<file path="src/rtl/counter_pkg.sv">
// Board-level defaults shared by the LED pattern counter blocks.
package counter_pkg;

   localparam int CLK_HZ             = 50_000_000;
   localparam int DIV_DEFAULT        = 2_097_152;
   // 20 ms hold time at the board clock
   localparam int DEB_CYCLES_DEFAULT = CLK_HZ / 50;

   function automatic int cnt_width(input int n);
      return (n > 1) ? $clog2(n) : 1;
   endfunction

endpackage

</file>
<file path="src/rtl/btn_debounce.sv">
// One raw push-button -> synchronized, debounced level plus a one-cycle rise pulse.
module btn_debounce
   import counter_pkg::*;
#(
   parameter int DEB_CYCLES = DEB_CYCLES_DEFAULT
) (
   input  logic clk,
   input  logic rst,
   input  logic din,
   output logic dout,
   output logic rise
);

   localparam int            CW       = cnt_width(DEB_CYCLES);
   localparam logic [CW-1:0] CNT_LAST = CW'(DEB_CYCLES - 1);

   logic          sync_p0;
   logic          sync_p1;
   logic [CW-1:0] cnt;
   logic          db_prev;

   // stage 0/1: two-flop synchronizer for the asynchronous button
   always_ff @(posedge clk or negedge rst) begin
      if (!rst) begin
         sync_p0 <= 1'b0;
         sync_p1 <= 1'b0;
      end else begin
         sync_p0 <= din;
         sync_p1 <= sync_p0;
      end
   end

   // stage 2: level must disagree with dout for DEB_CYCLES edges in a row
   always_ff @(posedge clk or negedge rst) begin
      if (!rst) begin
         cnt  <= '0;
         dout <= 1'b0;
      end else if (sync_p1 == dout) begin
         cnt <= '0;
      end else if (cnt == CNT_LAST) begin
         cnt  <= '0;
         dout <= sync_p1;
      end else begin
         cnt <= cnt + 1'b1;
      end
   end

   // stage 3: previous debounced level for edge detection
   always_ff @(posedge clk or negedge rst) begin
      if (!rst) begin
         db_prev <= 1'b0;
      end else begin
         db_prev <= dout;
      end
   end

   assign rise = dout & ~db_prev;

endmodule

</file>
<file path="src/rtl/tick_enable_gen.sv">
// RUN/STEP buttons -> run level and single-cycle tick clock-enable for the LED counters.
module tick_enable_gen
   import counter_pkg::*;
#(
   parameter int DIV        = DIV_DEFAULT,
   parameter int DEB_CYCLES = DEB_CYCLES_DEFAULT
) (
   input  logic clk,
   input  logic rst,
   input  logic btn_run,
   input  logic btn_step,
   output logic run,
   output logic tick,
   output logic run_db,
   output logic step_db
);

   localparam int            PW       = cnt_width(DIV);
   localparam logic [PW-1:0] PRE_LAST = PW'(DIV - 1);

   logic          run_rise;
   logic          step_rise;
   logic [PW-1:0] pre;
   logic          run_next;
   logic          wrap;
   logic          tick_next;
   logic          pre_count;

   if (DIV < 2) begin : g_bad_div
      $error("tick_enable_gen: DIV must be at least 2");
   end
   if (DEB_CYCLES < 1) begin : g_bad_deb
      $error("tick_enable_gen: DEB_CYCLES must be at least 1");
   end

   btn_debounce #(
      .DEB_CYCLES (DEB_CYCLES)
   ) u_deb_run (
      .clk  (clk),
      .rst  (rst),
      .din  (btn_run),
      .dout (run_db),
      .rise (run_rise)
   );

   btn_debounce #(
      .DEB_CYCLES (DEB_CYCLES)
   ) u_deb_step (
      .clk  (clk),
      .rst  (rst),
      .din  (btn_step),
      .dout (step_db),
      .rise (step_rise)
   );

   // A run toggle always beats a step press, and a run->stop toggle on the
   // wrap cycle swallows that period's tick.
   always_comb begin
      run_next  = run ^ run_rise;
      wrap      = run && (pre == PRE_LAST);
      pre_count = run && run_next && !wrap;
      if (run) begin
         tick_next = wrap && !run_rise;
      end else begin
         tick_next = step_rise && !run_rise;
      end
   end

   // stage 4: run level, prescaler and tick strobe
   always_ff @(posedge clk or negedge rst) begin
      if (!rst) begin
         run  <= 1'b0;
         pre  <= '0;
         tick <= 1'b0;
      end else begin
         run  <= run_next;
         tick <= tick_next;
         if (pre_count) begin
            pre <= pre + 1'b1;
         end else begin
            pre <= '0;
         end
      end
   end

endmodule

</file>
<file path="config.mk">
export PLATFORM = sky130hd
export DESIGN_NAME = tick_enable_gen
export DESIGN_NICKNAME = d
export VERILOG_FILES = /design/src/rtl/counter_pkg.sv /design/src/rtl/btn_debounce.sv /design/src/rtl/tick_enable_gen.sv
export SDC_FILE = /design/constraint.sdc
export NUM_CORES = 1
export LEC_CHECK = 0
export BUFFER_PORTS_ARGS = -buffer_cell sky130_fd_sc_hd__buf_2
export CAP_MARGIN = 15
export CORE_MARGIN = 1.5
export CORE_UTILIZATION = 28
export CTS_CLUSTER_DIAMETER = 60
export DETAILED_ROUTE_END_ITERATION = 16
export SLEW_MARGIN = 10
export SYNTH_ARGS = -nofsm -noshare
export SYNTH_HDL_FRONTEND = slang
export SYNTH_SLANG_ARGS = --single-unit
</file>
<file path="constraint.sdc">
create_clock -name clk -period 4.46 [get_ports clk]
set_input_delay 0.892 -clock clk [delete_from_list [all_inputs] [get_ports clk]]
set_output_delay 0.892 -clock clk [all_outputs]
set_load 0.01 [all_outputs]
</file>
==> flow_summary.yaml <==
pwr:
  power_switching_uw: 299
  power_frac_comb_pct: 2.0
  p_int_uw: 1280
  p_seq_share_pct: 41.8
  pwr-share-clk_pct: 56.2
  ir_drop_v: 0.000171
  power.share.switching_pct: 18.9
  p_leak_uw: 0.00156
  powerDensity_nw_per_um2: 400
clocking:
  cts.hold.buffers_added: 0
  cts_resized: 0
  cts_buffers: 9
  cts_buffer_depth: 2
  clk_latency_ns: 0.33
  cts-root-buf: "clkbuf_16"
  clk_pin_slew_ns: 0.06
  cts_tree: "built"
  htreeDepth: 3
  cts_setup_buffers: 0
  clock-sinks: 71
worst_setup_path:
  critPathKind: "flop to flop"
  critPathTopFamily: "compound AO/OA/AOI/OAI gates"
  r2r_slack_ns: 2.16
  cp_max_fo: 14
  cp_cell_sequence: "ha_1, and2_1, nand4_1, o31ai_2, nor2_1"
  cp_slowest_cell: "o31ai_2"
  end_kind: "flop"
  cp.buffers_inverters: 0
  critPathMaxStageDelay_ns: 0.93
  worst_setup_path_start_kind: "flop"
  required_ns: 4.63
  r2r-end: "pre[5]"
  reg2reg_from: "pre[0]"
  crit_arrival_ns: 2.48
  worstRegToRegCells: 5
placement:
  place_hpwl_um: 4310
  io_buffer_count: 7
  dp_slack_ns: 2.13
  dp.cells: 483
  gp_congestion: 0.716
sta:
  rsz0062_at_grt: "false"
  finalHoldViolCount: 0
  fin_crit_ns: 2.30
  fin_crit_sh_pct: 51.7
  worst_slew_pin_slew_ns: 0.982
  max_freq_ghz: 0.434
  fin_setup_tns_ns: 0
  setup_viol: 0
  fin_ws_ns: 2.16
  slew_viol_final: 0
  finClkSkew_ns: 0.00669
  maxSlewHeadroom_pct: 34.1
route:
  wl_per_cell_um: 12.8
  drtPass1Iterations: 4
  antenna_left: 0
  viasPerCell: 4.97
  drt_iter0_drc: 114
  via_count: 2481
  wl_um: 6410
  post-route-drc-count: 0
synth:
  syn-num-nets: 347
  postSynthAreaPerCell_um2: 9.97
  yosys.area.top_type_share_pct: 52.6
  synth_seq_area_share_pct: 52.6
  async_flop_share_pct: 100
  synth_area_leaders: "dfrtp_1 53%, xnor2_1 4.7%, nor2_1 4.6%"
  synth-main-ff-cell: "dfrtp_1"
  yosysUniqueCellTypes: 36
  synth_area_um2: 3380
  synth_edf_count: 0
  synth_top_cell_by_area: "dfrtp_1"
  ys_ff_latch: 71
  synthCells: 339
  ys_warn_count: 0
grt:
  grt_pass1_vias: 2483
  grt_use_total_pct: 11.1
  grt_pass1_wl_um: 11400
  grt_max_degree: 38
  grt_overflow: 0
  grt_antenna_before_repair: 0
floorplan:
  core_area_um2: 11600
  fp.dieH_um: 113
  rows: 39
  fp.dieW_um: 113
  die_area_um2: 12700
  start_util_pct: 29.1
  io_pins: 8
cells_and_area:
  nets: 359
  final_common_cell: "dfrtp_1"
  fin_cells: 499
  syn_to_final_growth_pct: 16.7
  layout_common_cells: "71 x dfrtp_1, 41 x nor2_1, 25 x nand3_1"
  antenna_cells: 0
  drive_above_1_share_pct: 9.27
hold_path:
  hold_class: "flop to flop"
  hold_end: "u_deb_run.sync_p1"
  min_from: "u_deb_run.sync_p0"
  worst_hold_path.num_cells: 0
flow_run:
  cap_viol_max_count: 0
status:
  outcome: "finished clean"
## stage by stage
step                util [%]  cell area (um^2)  total power (uW)  hold slack, ns
floorplan                  -              3380               682           0.331
global placement        30.8              3570               702           0.333
detailed placement      30.8              3570               703           0.337
CTS                     34.0              3940              1600           0.345
global route            34.0              3940              1630           0.347
finish                  34.0              3940              1580           0.344
## sequential cells by signal, indices dropped and copies added, names as in the netlist
name and cells:
pre 21, u_deb_run.cnt 20, u_deb_step.cnt 20, run 1
tick 1, u_deb_run.db_prev 1, u_deb_run.dout 1, u_deb_run.sync_p0 1
u_deb_run.sync_p1 1, u_deb_step.db_prev 1, u_deb_step.dout 1, u_deb_step.sync_p0 1
u_deb_step.sync_p1 1
## layout make-up
type	count	area (um^2)
well taps	143	179
flip-flops and latches	71	1780
clock inverters	5	129
inverters	10	37.5
clock buffers	11	243
multi-input cells	250	1530
repair buffers	9	50.0
fillers	1173	7670
## synth_stat cells, types with 6 or more instances
cell type / n
nand4_1: 11
or3_1: 14
or4_1: 12
a21oi_1: 23
nor3_1: 8
o31ai_1: 6
inv_1: 10
nand2_1: 22
o21ai_0: 15
xnor2_1: 18
nand3_1: 25
nor2_1: 41
xor2_1: 16
dfrtp_1: 71
## worst max-delay path by stage
stage	from	to	cells after the start
2_1_floorplan	u_deb_run.cnt[15]	u_deb_run.cnt[10]	5
4_1_cts	pre[0]	pre[11]	5
3_3_place_gp	pre[0]	pre[3]	5
6_report	pre[0]	pre[5]	5
3_5_place_dp	pre[0]	pre[11]	5
5_1_grt	pre[0]	pre[3]	5
## kinds of logic after synthesis
group | count (synthesis) | synth area share, %
and+or+nand+nor | 160 | 25.3
DFF | 71 | 52.6
AOI/OAI and AO/OA | 50 | 8.96
xor gates and xnor gates | 34 | 8.81
buffers and inverters | 18 | 2.22
adders and majority gates | 4 | 1.48
muxes | 2 | 0.666
## power by group through the flow
stage	Sequential [uW]	Clock (uW)	Combinational, uW
floorplan	668	0	14.0
global placement	670	0	31.8
detailed placement	670	0	32.6
CTS	658	908	32.7
global route	660	935	37.0
finish	659	886	30.9
## per-layer routing
layer  up-vias  wire length (um)  GRT usage [%]
li1       1235                 -              -
met1      1204              3170           14.0
met2        33              2900           17.9
met3         9               243           3.80
met4         0                89           4.00
met5         -                 0              0
No activity file was read; power rests on OpenSTA's default activity.
